<file path="config.mk">
export PLATFORM = sky130hd
export DESIGN_NAME = sw_column_readout_master
export DESIGN_NICKNAME = d
export VERILOG_FILES = /design/src/rtl/etroc2_sw_pkg.sv /design/src/rtl/sw_l1_pending_counter.sv /design/src/rtl/sw_column_readout_master.sv
export SDC_FILE = /design/constraint.sdc
export NUM_CORES = 1
export LEC_CHECK = 0
export ABC_AREA = 0
export CORE_MARGIN = 2
export CORE_UTILIZATION = 25
export CTS_CLUSTER_DIAMETER = 30
export DETAILED_ROUTE_END_ITERATION = 10
export PLACE_DENSITY_LB_ADDON = 0.2
export RECOVER_POWER = 100
export SETUP_SLACK_MARGIN = 0.15
export SLEW_MARGIN = 20
export SYNTH_ARGS = -nofsm -noshare
export SYNTH_HDL_FRONTEND = slang
export SYNTH_HIERARCHICAL = 1
export SYNTH_SLANG_ARGS = --single-unit
export TNS_END_PERCENT = 1
</file>
<file path="constraint.sdc">
create_clock -name clk -period 3.3 [get_ports clk]
set_clock_uncertainty 0.1 [all_clocks]
set_input_delay 0.33 -clock clk [delete_from_list [all_inputs] [get_ports clk]]
set_output_delay 0.33 -clock clk [all_outputs]
set_load 0.02 [all_outputs]
</file>
<file path="src/rtl/etroc2_sw_pkg.sv">
// etroc2_sw_pkg: shared definitions for the SW column readout master.
// Holds the chain word width, bcst bit map, output word type codes and FSM states.
package etroc2_sw_pkg;
    localparam int DATA_W = 39;
    localparam int BCST_LOAD = 11;
    localparam int BCST_L1A = 10;
    localparam int BCST_RST = 9;
    localparam int BCST_DLY_MSB = 8;
    localparam logic [1:0] TYPE_HDR = 2'b01;
    localparam logic [1:0] TYPE_HIT = 2'b10;
    localparam logic [1:0] TYPE_TRL = 2'b11;
    typedef enum logic [2:0] {IDLE, LOAD, HDR, SETTLE, READ, CAP, HOLD, TRL} state_t;
endpackage

</file>
<file path="src/rtl/sw_l1_pending_counter.sv">
// sw_l1_pending_counter: tracks L1 triggers not yet loaded into the chain.
// Rejects L1As while full and keeps a saturating count of the rejected ones.
module sw_l1_pending_counter #(
    parameter int L1_DEPTH = 8
) (
    input  logic                       clk,
    input  logic                       reset,
    input  logic                       l1a,
    input  logic                       load,
    input  logic                       clear,
    output logic [$clog2(L1_DEPTH):0]  pending,
    output logic                       full,
    output logic                       accept,
    output logic [7:0]                 overflow
);
    localparam int PW = $clog2(L1_DEPTH) + 1;

    assign full = pending == PW'(L1_DEPTH);
    assign accept = l1a & ~full;

    always_ff @(posedge clk or negedge reset)
        if (!reset) begin
            pending <= '0;
            overflow <= '0;
        end else begin
            pending <= clear ? '0 : pending + PW'(accept) - PW'(load);
            if (l1a && full && overflow != 8'hff) overflow <= overflow + 8'd1;
        end
endmodule

</file>
<file path="src/rtl/sw_column_readout_master.sv">
// sw_column_readout_master: drives the SW chain broadcast bus and drains hits as header/hit/trailer words.
// Define SW_READ_TIMEOUT_EN to add a READ-phase watchdog that closes the event and resets the chain.
module sw_column_readout_master #(
    parameter int DATA_W = etroc2_sw_pkg::DATA_W,
    parameter int L1_DEPTH = 8,
    parameter int SETTLE_CYCLES = 4,
    parameter int TIMEOUT = 255
) (
    input  logic              clk,
    input  logic              reset,
    input  logic              L1A,
    input  logic              swReset,
    input  logic [8:0]        L1ADelay,
    output logic [11:0]       bcst,
    input  logic [DATA_W-1:0] chainData,
    input  logic              chainUnreadHit,
    output logic              chainRead,
    output logic [DATA_W+1:0] outData,
    output logic              outValid,
    input  logic              outReady,
    output logic [7:0]        l1Overflow,
    output logic              busy
);
    import etroc2_sw_pkg::*;

    state_t state;
    logic [$clog2(L1_DEPTH):0] pending;
    logic full, accept, drop, xfer, wd_fire;
    logic [3:0] settle_cnt;
    logic [11:0] event_num;
    logic [7:0] hit_cnt;
    logic ovf_seen, tflag;
    logic bcst_load, bcst_l1a, bcst_rst;
    logic [8:0] bcst_dly;
    logic [DATA_W+1:0] trl_word;

    assign bcst = {bcst_load, bcst_l1a, bcst_rst, bcst_dly};
    assign busy = state != IDLE;
    assign drop = L1A & full;
    assign xfer = outValid & outReady;
    assign trl_word = {TYPE_TRL, {(DATA_W-17){1'b0}}, tflag | wd_fire, ovf_seen | drop, hit_cnt, event_num[6:0]};

    sw_l1_pending_counter #(.L1_DEPTH(L1_DEPTH)) u_pending (
        .clk(clk),
        .reset(reset),
        .l1a(L1A),
        .load(state == LOAD),
        .clear(swReset),
        .pending(pending),
        .full(full),
        .accept(accept),
        .overflow(l1Overflow)
    );

`ifdef SW_READ_TIMEOUT_EN
    localparam int WDW = $clog2(TIMEOUT + 1);
    logic [WDW-1:0] wd;
    logic in_read;
    assign in_read = state == READ || state == CAP || state == HOLD;
    assign wd_fire = in_read && outReady && wd == WDW'(TIMEOUT - 1);
    always_ff @(posedge clk or negedge reset)
        if (!reset) wd <= '0;
        else wd <= (!in_read || swReset || wd_fire) ? '0 : wd + WDW'(outReady);
`else
    assign wd_fire = 1'b0;
`endif

    always_ff @(posedge clk or negedge reset)
        if (!reset) begin
            state <= IDLE;
            bcst_load <= 1'b0;
            bcst_l1a <= 1'b0;
            bcst_rst <= 1'b1;
            bcst_dly <= '0;
            chainRead <= 1'b0;
            outValid <= 1'b0;
            outData <= '0;
            event_num <= '0;
            hit_cnt <= '0;
            settle_cnt <= '0;
            ovf_seen <= 1'b0;
            tflag <= 1'b0;
        end else begin
            bcst_l1a <= accept;
            bcst_rst <= swReset | wd_fire;
            bcst_dly <= L1ADelay;
            bcst_load <= 1'b0;
            chainRead <= 1'b0;
            ovf_seen <= drop | (ovf_seen & ~(state == TRL && xfer));
            if (swReset) begin
                state <= IDLE;
                outValid <= 1'b0;
                event_num <= '0;
                hit_cnt <= '0;
                tflag <= 1'b0;
            end else if (wd_fire) begin
                state <= TRL;
                tflag <= 1'b1;
                outValid <= 1'b1;
                outData <= trl_word;
            end else
                case (state)
                    IDLE: if (pending != '0) begin
                        state <= LOAD;
                        bcst_load <= 1'b1;
                    end
                    LOAD: begin
                        state <= HDR;
                        outValid <= 1'b1;
                        outData <= {TYPE_HDR, {(DATA_W-12){1'b0}}, event_num};
                    end
                    HDR: if (outReady) begin
                        state <= SETTLE;
                        outValid <= 1'b0;
                        settle_cnt <= '0;
                    end
                    SETTLE: begin
                        settle_cnt <= settle_cnt + 4'd1;
                        if (settle_cnt == 4'(SETTLE_CYCLES - 1)) state <= READ;
                    end
                    READ: if (chainUnreadHit) begin
                        state <= CAP;
                        chainRead <= 1'b1;
                    end else begin
                        state <= TRL;
                        outValid <= 1'b1;
                        outData <= trl_word;
                    end
                    // chainRead is high during CAP, so chainData here is still the word being popped
                    CAP: begin
                        state <= HOLD;
                        outValid <= 1'b1;
                        outData <= {TYPE_HIT, chainData};
                        hit_cnt <= hit_cnt + {7'd0, hit_cnt != 8'hff};
                    end
                    HOLD: if (outReady) begin
                        state <= READ;
                        outValid <= 1'b0;
                    end
                    TRL: if (outReady) begin
                        state <= IDLE;
                        outValid <= 1'b0;
                        event_num <= event_num + 12'd1;
                        hit_cnt <= '0;
                        tflag <= 1'b0;
                    end
                    default: state <= IDLE;
                endcase
        end
endmodule

</file>
* Word-level counts from Yosys, hierarchy flattened
Index checks and enable logic that the tools add are counted.
Word-level totals: memories kept 0, input bits 54, bits in registers 96, memory bits (read-only) 0, word-level logic and storage cells 101, memory bits (writable) 0, bits in latches 0, output and inout bits 64
Cells by class: eq/ne operators 20, muxes and demuxes 31, reductions and logical operators 20, shift-type cells 0, $add $sub $neg 6, multiply operators 0, divide/modulo/power cells 0, $lt $le $gt $ge 0, bitwise gates (word level) 9
Operator list (number):
- $pmux W41 S3 | 1
- $mux W41 | 1
- $mux W12 | 3
- $pmux W3 S8 | 1
- $mux W3 | 6
- $ne A3 B3 Y1 const B | 6
- $mux W8 | 2
- $ne A8 B8 Y1 const B | 2
- $pmux W8 S2 | 1
- $add A12 B1 Y12 const B | 1
- $eq A3 B3 Y1 const B | 4
- $mux W1 | 11
- $reduce_and A3 Y1 | 3
- $reduce_bool A3 Y1 | 3
- $add A8 B1 Y8 | 1
- $add A8 B1 Y8 const B | 1
- $mux W4 | 2
- $pmux W4 S2 | 1
- $reduce_bool A4 Y1 | 2
- $eq A3 B2 Y1 const B | 2
- $reduce_bool A2 Y1 | 3
- $reduce_and A5 Y1 | 1
- $add A4 B1 Y4 | 1
- $add A4 B1 Y4 const B | 1
- other kinds (16) | 26

* Logic depth before layout (Yosys ltp)
Gate-level depths: netlist of the first run.
depth in word-level cells 6, gate-level depth with buffers 10, gate-level depth less buffers 10

* Modules after synthesis
Netlist of the first run, hierarchy kept.
By module, submodules not included:
- sw_column_readout_master | area an instance 3671.0 µm², times used 1, seq. area each 2078.2 µm², cells each 333
- sw_l1_pending_counter | area an instance 743.2 µm², times used 1, seq. area each 300.3 µm², cells each 66

* Least setup slack after synthesis of the first run
No wires, ideal clock.
path type register to register, from register u_pending.pending[2], to register u_pending.pending[3], buffers on the path 0, path slack 0.949 ns, clock period less this slack 2.351 ns, data arrival time 2.127 ns, stages on the path, launching flop included 11, required time 3.075 ns, library setup time 0.125 ns, path through dfrtp_1 > inv_1 > ha_1 > nor3b_1 > nand2b_1 > ha_1 > inv_1 > ha_1 > a21o_1 > a21oi_1 > mux2_2
On the way: word-level cells in the longest chain between the ends 6
Ends and longest elaborated chain:
- start, declared | line sw_l1_pending_counter.sv:11 | output logic [$clog2(L1_DEPTH):0] pending,
- start signal, assigned | line sw_l1_pending_counter.sv:26 | pending <= clear ? '0 : pending + PW'(accept) - PW'(load);
- $eq A4 B4 Y1 | line sw_l1_pending_counter.sv:18 | assign full = pending == PW'(L1_DEPTH);
- net full | line sw_column_readout_master.sv:28 | logic full, accept, drop, xfer, wd_fire;
- $not A1 Y1 | line sw_l1_pending_counter.sv:19 | assign accept = l1a & ~full;
- $and A1 B1 Y1 | line sw_l1_pending_counter.sv:19
- $add A4 B1 Y4 | line sw_l1_pending_counter.sv:26
- $sub A4 B1 Y4 | line sw_l1_pending_counter.sv:26
- $mux W4 | line sw_l1_pending_counter.sv:26
The timed path passes the listed nets, and every way through them passes these cells. A chain may end at the register's enable or synchronous reset.

* Worst setup path in the final report of the first run
from input port swReset, to register outData[0]
On the way: word-level cells in the longest chain between the ends 2
Ends and longest elaborated chain:
- start, declared | line sw_column_readout_master.sv:12 | input logic swReset,
- $not A1 Y1 (no line)
- $reduce_and A3 Y1 (no line)
- end signal, assigned | line sw_column_readout_master.sv:100 | outData <= trl_word;
- end signal, assigned | line sw_column_readout_master.sv:110 | outData <= {TYPE_HDR, {(DATA_W-12){1'b0}}, event_num};
- end signal, assigned | line sw_column_readout_master.sv:127 | outData <= trl_word;
- end, declared | line sw_column_readout_master.sv:18 | output logic [DATA_W+1:0] outData,
No other way between the ends.

==> reports/metrics.yaml, run 1 <==
status: "finished with violations"
violations: "capacitance limit, slew limit"
worstPathRequired_ns: 3.39
area_growth_pct: 37.5
wl_per_cell_um: 14.8
postCtsSetupRepairBufs: 0
grt_max_degree: 81
ioPinCount: 118
grt_use_total_pct: 12.2
reg2reg_depth: 10
nFillCells: 1740
syn_nets: 464
pre_cts_ws_ns: 0.717
ys_ff_latch: 95
maxCapViolations: 1
tns_ns: 0
antenna_cells: 0
finalSetupViolCount: 0
grt_pass1_vias: 3417
ir_worst_vdd_mv: 0.331
synth.cell_area_um2: 4410
rows: 48
finalCritPeriodShare_pct: 75.8
drtIter0Drc: 252
drive_gt1_share_pct: 5.62
hold_path.class: "reg2reg"
clk_pin_slew_ns: 0.07
final_nets: 576
gr-total-overflow: 0
timing.critical_path.fanout_max: 35
synth_cell_types: 61
max_freq_ghz: 0.400
holdPathStages: 2
grtUsageMet2_pct: 19.7
top_usage_layer: "met2"
yosysMostFrequentCell: "dfrtp_1"
total_leakage_power_nw: 2.73
grtUsageMet3_pct: 2.85
synth_top_area_share_pct: 53.3
ant_nets: 0
rsz0062_at_grt: "no"
grt_pass1_wl_um: 17800
antenna_found_initial: 1
slew_headroom_pct: -37.0
synthCells: 399
syn_avg_cell_area_um2: 11.1
yosysTopAreaCell: "dfrtp_1"
cts_tree: "built"
first_pass_iters: 4
synthTopCellsByArea: "dfrtp_1, a22o_1, mux2i_1, ha_1, o21ai_0"
worst_slew_pin_slew_ns: 2.05
slew_viol_final: 81
met1_usage_pct: 16.2
clk-insertion-delay-late_ns: 0.34
start_util_pct: 25.5
chipWidth_um: 137
power.density_nw_per_um2: 588
vias_per_cell: 4.64
cts_buffers: 9
synthArstFlopShare_pct: 100
place.gp.congestion: 0.832
wl_um: 10900
die-area_um2: 18700
cp.arrival_ns: 2.59
cts_root_buffer: "clkbuf_16"
dp.final_hpwl_um: 7780
worst_slack_ns: 0.800
synth_warnings: 6
vias: 3436
synth_commonest_cells: "dfrtp_1, nand2_1, a22o_1"
die_h_um: 137
critical_path.endpoint_type: "register"
portBuffers: 117
cts.sinks: 95
cts_max_path_buffers: 2
drc: 0
startpoint_type: "primary input"
report.final.hold_viol_count: 0
htreeDepth: 3
coreArea_um2: 17300
critPathKind: "in2reg"
period_needed_ns: 2.50
synth_ff_type: "dfrtp_1"
synth_edf_count: 0
ys_seq_area_share_pct: 53.9
worst max-delay path, cell delays in order:
cell and delay, ns:
dlygate4sd3_1 0.88, inv_1 0.17, o211ai_1 0.13, buf_4 0.30, clkbuf_2 0.56, o21ai_0 0.20
cell families after synthesis:
logic type | count (synthesis) | synth area share (%)
simple gates | 122 | 15.7
compound gates | 99 | 15.7
flops | 95 | 53.9
buf+inv | 38 | 3.91
mux | 22 | 5.19
xor+xnor | 12 | 2.38
fa+ha+maj | 11 | 3.29
repair_timing:
action,4_1_cts,5_1_grt
hold buffers,0,1
gates resized for setup,0,0
endpoints found under the hold margin,0,2
endpoints found under the setup margin,0,0
power breakdown:
group	leakage, nW	switching (mW)	internal (mW)
Combinational	1.30	0.532	0.465
Sequential	1.27	0.147	1.33
Clock	0.155	0.444	0.651
Total	2.73	1.12	2.44
placed cells by master, fill, tap and decap left out, types with 3 or more instances in the layout:
master,n
xnor2_1,5
or4_1,3
buf_4,6
a31oi_1,3
nand2b_1,9
nor3_1,5
dfrtp_1,94
nand2_1,29
clkbuf_8,3
and3_1,4
a21o_1,3
nor2b_1,6
a22o_1,26
o21ai_0,26
nand4_1,4
ha_1,10
xor2_1,7
nor3b_1,3
a21oi_1,16
nor2_1,26
or3_1,4
and4_1,3
mux2i_1,18
clkbuf_16,9
nand3_1,14
inv_1,14
dlygate4sd3_1,75
o31ai_1,6
clkdlybuf4s50_1,42
worst paths after layout:
check | startpoint | end | slack [ns]
max in group asynchronous | reset | u_pending/pending[0]$_DFF_PN0_ | 0.87
max | swReset | outData[0]$_DFFE_PN0P_ | 0.80
max reg2reg | u_pending/pending[2]$_DFF_PN0_ | u_pending/pending[3]$_DFF_PN0_ | 0.81
min reg2reg | outData[12]$_DFFE_PN0P_ | outData[12]$_DFFE_PN0P_ | 0.38
min in group asynchronous | reset | bcst_dly[7]$_DFF_PN0_ | 0.98
min | outData[12]$_DFFE_PN0P_ | outData[12]$_DFFE_PN0P_ | 0.38
state kept, by name (all words and copies together), names as in the netlist, 3 cells and up:
| register | cells |
|---|---|
| bcst_dly | 9 |
| event_num | 12 |
| hit_cnt | 8 |
| outData | 41 |
| settle_cnt | 4 |
| state | 3 |
| u_pending/overflow | 8 |
| u_pending/pending | 4 |
per-layer routing:
layer / wire length, um / share of wire [%]
met1: 5080 / 46
met2: 5180 / 47
met3: 522 / 4.8
met4: 156 / 1.4
met5: 8 / 0.073
stage by stage:
stage               total power, mW  instances  utilization, %  hold WS, ns  area, um^2
floorplan                      2.14        399               -      -0.0656        4410
global placement               2.56        724            33.5        0.368        5800
detailed placement             2.58        724            33.5        0.378        5800
CTS                            3.70        740            35.4        0.129        6110
global route                   3.80        741            35.1        0.409        6070
finish                         3.57        741            35.1        0.379        6070
layout make-up:
cell class	count	area (um^2)	share of cell area, %
sequential	95	2380	39.2
multi-input combinational	266	1810	29.9
timing repair buffer	125	1230	20.2
tap	225	282	4.64
clock buffer	12	267	4.39
inverter	14	52.6	0.866
clock inverter	4	51.3	0.845
Power figures use the tool's default switching activity.
==> inputs of run 2 (changes only) <==
- clock period: 3.3 -> 2.3 ns (I/O delays scaled with it)
==> reports/metrics.yaml, run 2 (synthesis gave the netlist of run 1 again) <==
report.final.hold_viol_count: 0  # unchanged
vias: 3405  # -0.90%
rrSetupSlack_ns: 0.1  # -0.71 ns
slew_headroom_pct: 33.0  # +70 points
pre_cts_ws_ns: 0.0640  # -0.653 ns
rows: 48  # unchanged
cts_max_path_buffers: 2  # unchanged
cts_root_buffer: "clkbuf_16"
final_cell_mix: "dfrtp_1, dlygate4sd3_1, clkdlybuf4s50_1, nand2_1, o21ai_0"
crit_start: "u_pending/pending[3]$_DFF_PN0_"
wl_um: 11300  # +3.6%
die-area_um2: 18700  # unchanged
vias_per_cell: 4.51  # -2.7%
dp.final_hpwl_um: 8140  # +4.7%
min_from: "L1ADelay[3]"
period_needed_ns: 2.20
ant_nets: 0  # unchanged
cts_buffers: 9  # unchanged
ioPinCount: 118  # unchanged
multi_input_area_um2: 1890  # +4.2%
cp.arrival_ns: 2.33  # -0.26 ns
holdPathStages: 1  # -1
worst_slack_ns: 0.0975  # -0.702 ns
final_nets: 589  # +2.3%
rsz0062_at_grt: "yes"
gr-total-overflow: 0  # unchanged
antenna_found_initial: 1  # unchanged
die_h_um: 137  # unchanged
status: "finished clean"
tns_ns: 0  # unchanged
maxCapViolations: 0  # -1
timing.critical_path.fanout_max: 2  # -94%
finalSetupViolCount: 0  # unchanged
cts.sinks: 95  # unchanged
cts_tree: "built"
grt_use_total_pct: 12.4  # +0.15 points
htreeDepth: 3  # unchanged
total_leakage_power_nw: 2.79  # +2.3%
grt_max_degree: 55  # -32%
hold_path.class: "in2reg"
worstPathRequired_ns: 2.43  # -0.96 ns
clk-insertion-delay-late_ns: 0.34  # about the same
worstHoldEndpoint: "bcst_dly[3]$_DFF_PN0_"
largest_reg_flops: 41  # unchanged
start_util_pct: 25.5  # unchanged
coreArea_um2: 17300  # unchanged
worst_slew_pin_slew_ns: 1.00  # -1.05 ns
critical_path.endpoint_type: "register"
r2r-end: "u_pending/pending[3]$_DFF_PN0_"
critPathKind: "reg2reg"
chipWidth_um: 137  # unchanged
clk_pin_slew_ns: 0.06  # about the same
place.gp.congestion: 0.833  # +0.16%
top_regs: "outData x41, event_num x12, bcst_dly x9"
grt_pass1_wl_um: 17900  # +0.39%
reg2reg_depth: 9  # -1
finalCritPeriodShare_pct: 95.8
drc: 0  # unchanged
seqCellArea_um2: 2380  # unchanged
regMostFlops: "outData"
wl_per_cell_um: 15.0  # +1.7%
max_freq_ghz: 0.454
slew_viol_final: 0  # -100%
portBuffers: 117  # unchanged
layout_commonest_cell: "dfrtp_1"
drtIter0Drc: 174  # -31%
drive_gt1_share_pct: 8.88  # +3.3 points
place_area_um2: 5970  # +3.0%
grt_pass1_vias: 3439  # +0.64%
ir_worst_vdd_mv: 0.373  # +13%
area_growth_pct: 42.0
power.density_nw_per_um2: 856  # +46%
startpoint_type: "register"
first_pass_iters: 4  # unchanged
r2r-start: "u_pending/pending[3]$_DFF_PN0_"
nFillCells: 1724  # -0.92%
finalInstanceArea_um2: 6270  # +3.3%
## run 2: timing repair
action / in CTS / in global routing
setup buffers: 0 / 1
setup endpoints to repair: 4 / 3
resized for setup: 1 / 8
hold buffers: 1 / 0
endpoints found under the hold margin: 36 / 0
pin swaps: 0 / 5
## run 2: layer usage
layer  GRT usage [%]  vias up  routed length, um
met5               0        -                  0
met4            6.19        0                290
met3            2.19       16                511
met2            19.3       74               5390
met1            16.5     1616               5150
li1                -     1699                  -
## run 2: worst max path at each step
stage	cells past startpoint	endpoint	slack, ns
floorplan	10	u_pending/pending[3]$_DFF_PN0_	0.12
global placement	10	u_pending/pending[3]$_DFF_PN0_	0.13
detailed placement	10	u_pending/pending[3]$_DFF_PN0_	0.06
CTS	10	u_pending/pending[3]$_DFF_PN0_	0.05
global route	9	u_pending/pending[3]$_DFF_PN0_	0.06
finish	9	u_pending/pending[3]$_DFF_PN0_	0.1
## run 2: through the flow
stage | power (mW) | instances | util, % | hold slack, ns
after floorplan | 3.10 | 399 | - | -0.166
after global placement | 3.80 | 736 | 34.5 | 0.143
after detailed placement | 3.83 | 736 | 34.5 | 0.148
after CTS | 5.49 | 753 | 36.4 | 0.203
after global routing | 5.70 | 755 | 36.2 | 0.322
final | 5.36 | 755 | 36.2 | 0.336
## run 2: power by group
group / internal, mW / switching, mW
Clock: 0.983 / 0.637
Sequential: 1.91 / 0.192
Combinational: 0.784 / 0.864
Total: 3.67 / 1.69
## run 2: layout make-up
class / instances / share of cell area, %
antenna: 1 / 0.0399
multi-input combinational: 266 / 30.1
tap: 225 / 4.49
clock buffer: 11 / 3.87
timing repair buffer: 138 / 21.4
clock inverter: 5 / 1.30
inverter: 14 / 0.838
sequential: 95 / 38.0
## run 2: worst max-delay path, stage by stage, from the launching register on
cell and delay, ns:
dfrtp_1 0.42, ha_4 0.18, nor3b_4 0.14, nand2b_4 0.16, ha_4 0.26, inv_2 0.04
ha_4 0.15, a21o_1 0.18, a21oi_2 0.15, mux2_4 0.31
==> inputs of run 3 (changes only) <==
- SLEW_MARGIN: 20 -> 10
==> results of run 3 <==
Final layout, timing and power as in run 2 (identical DEF).
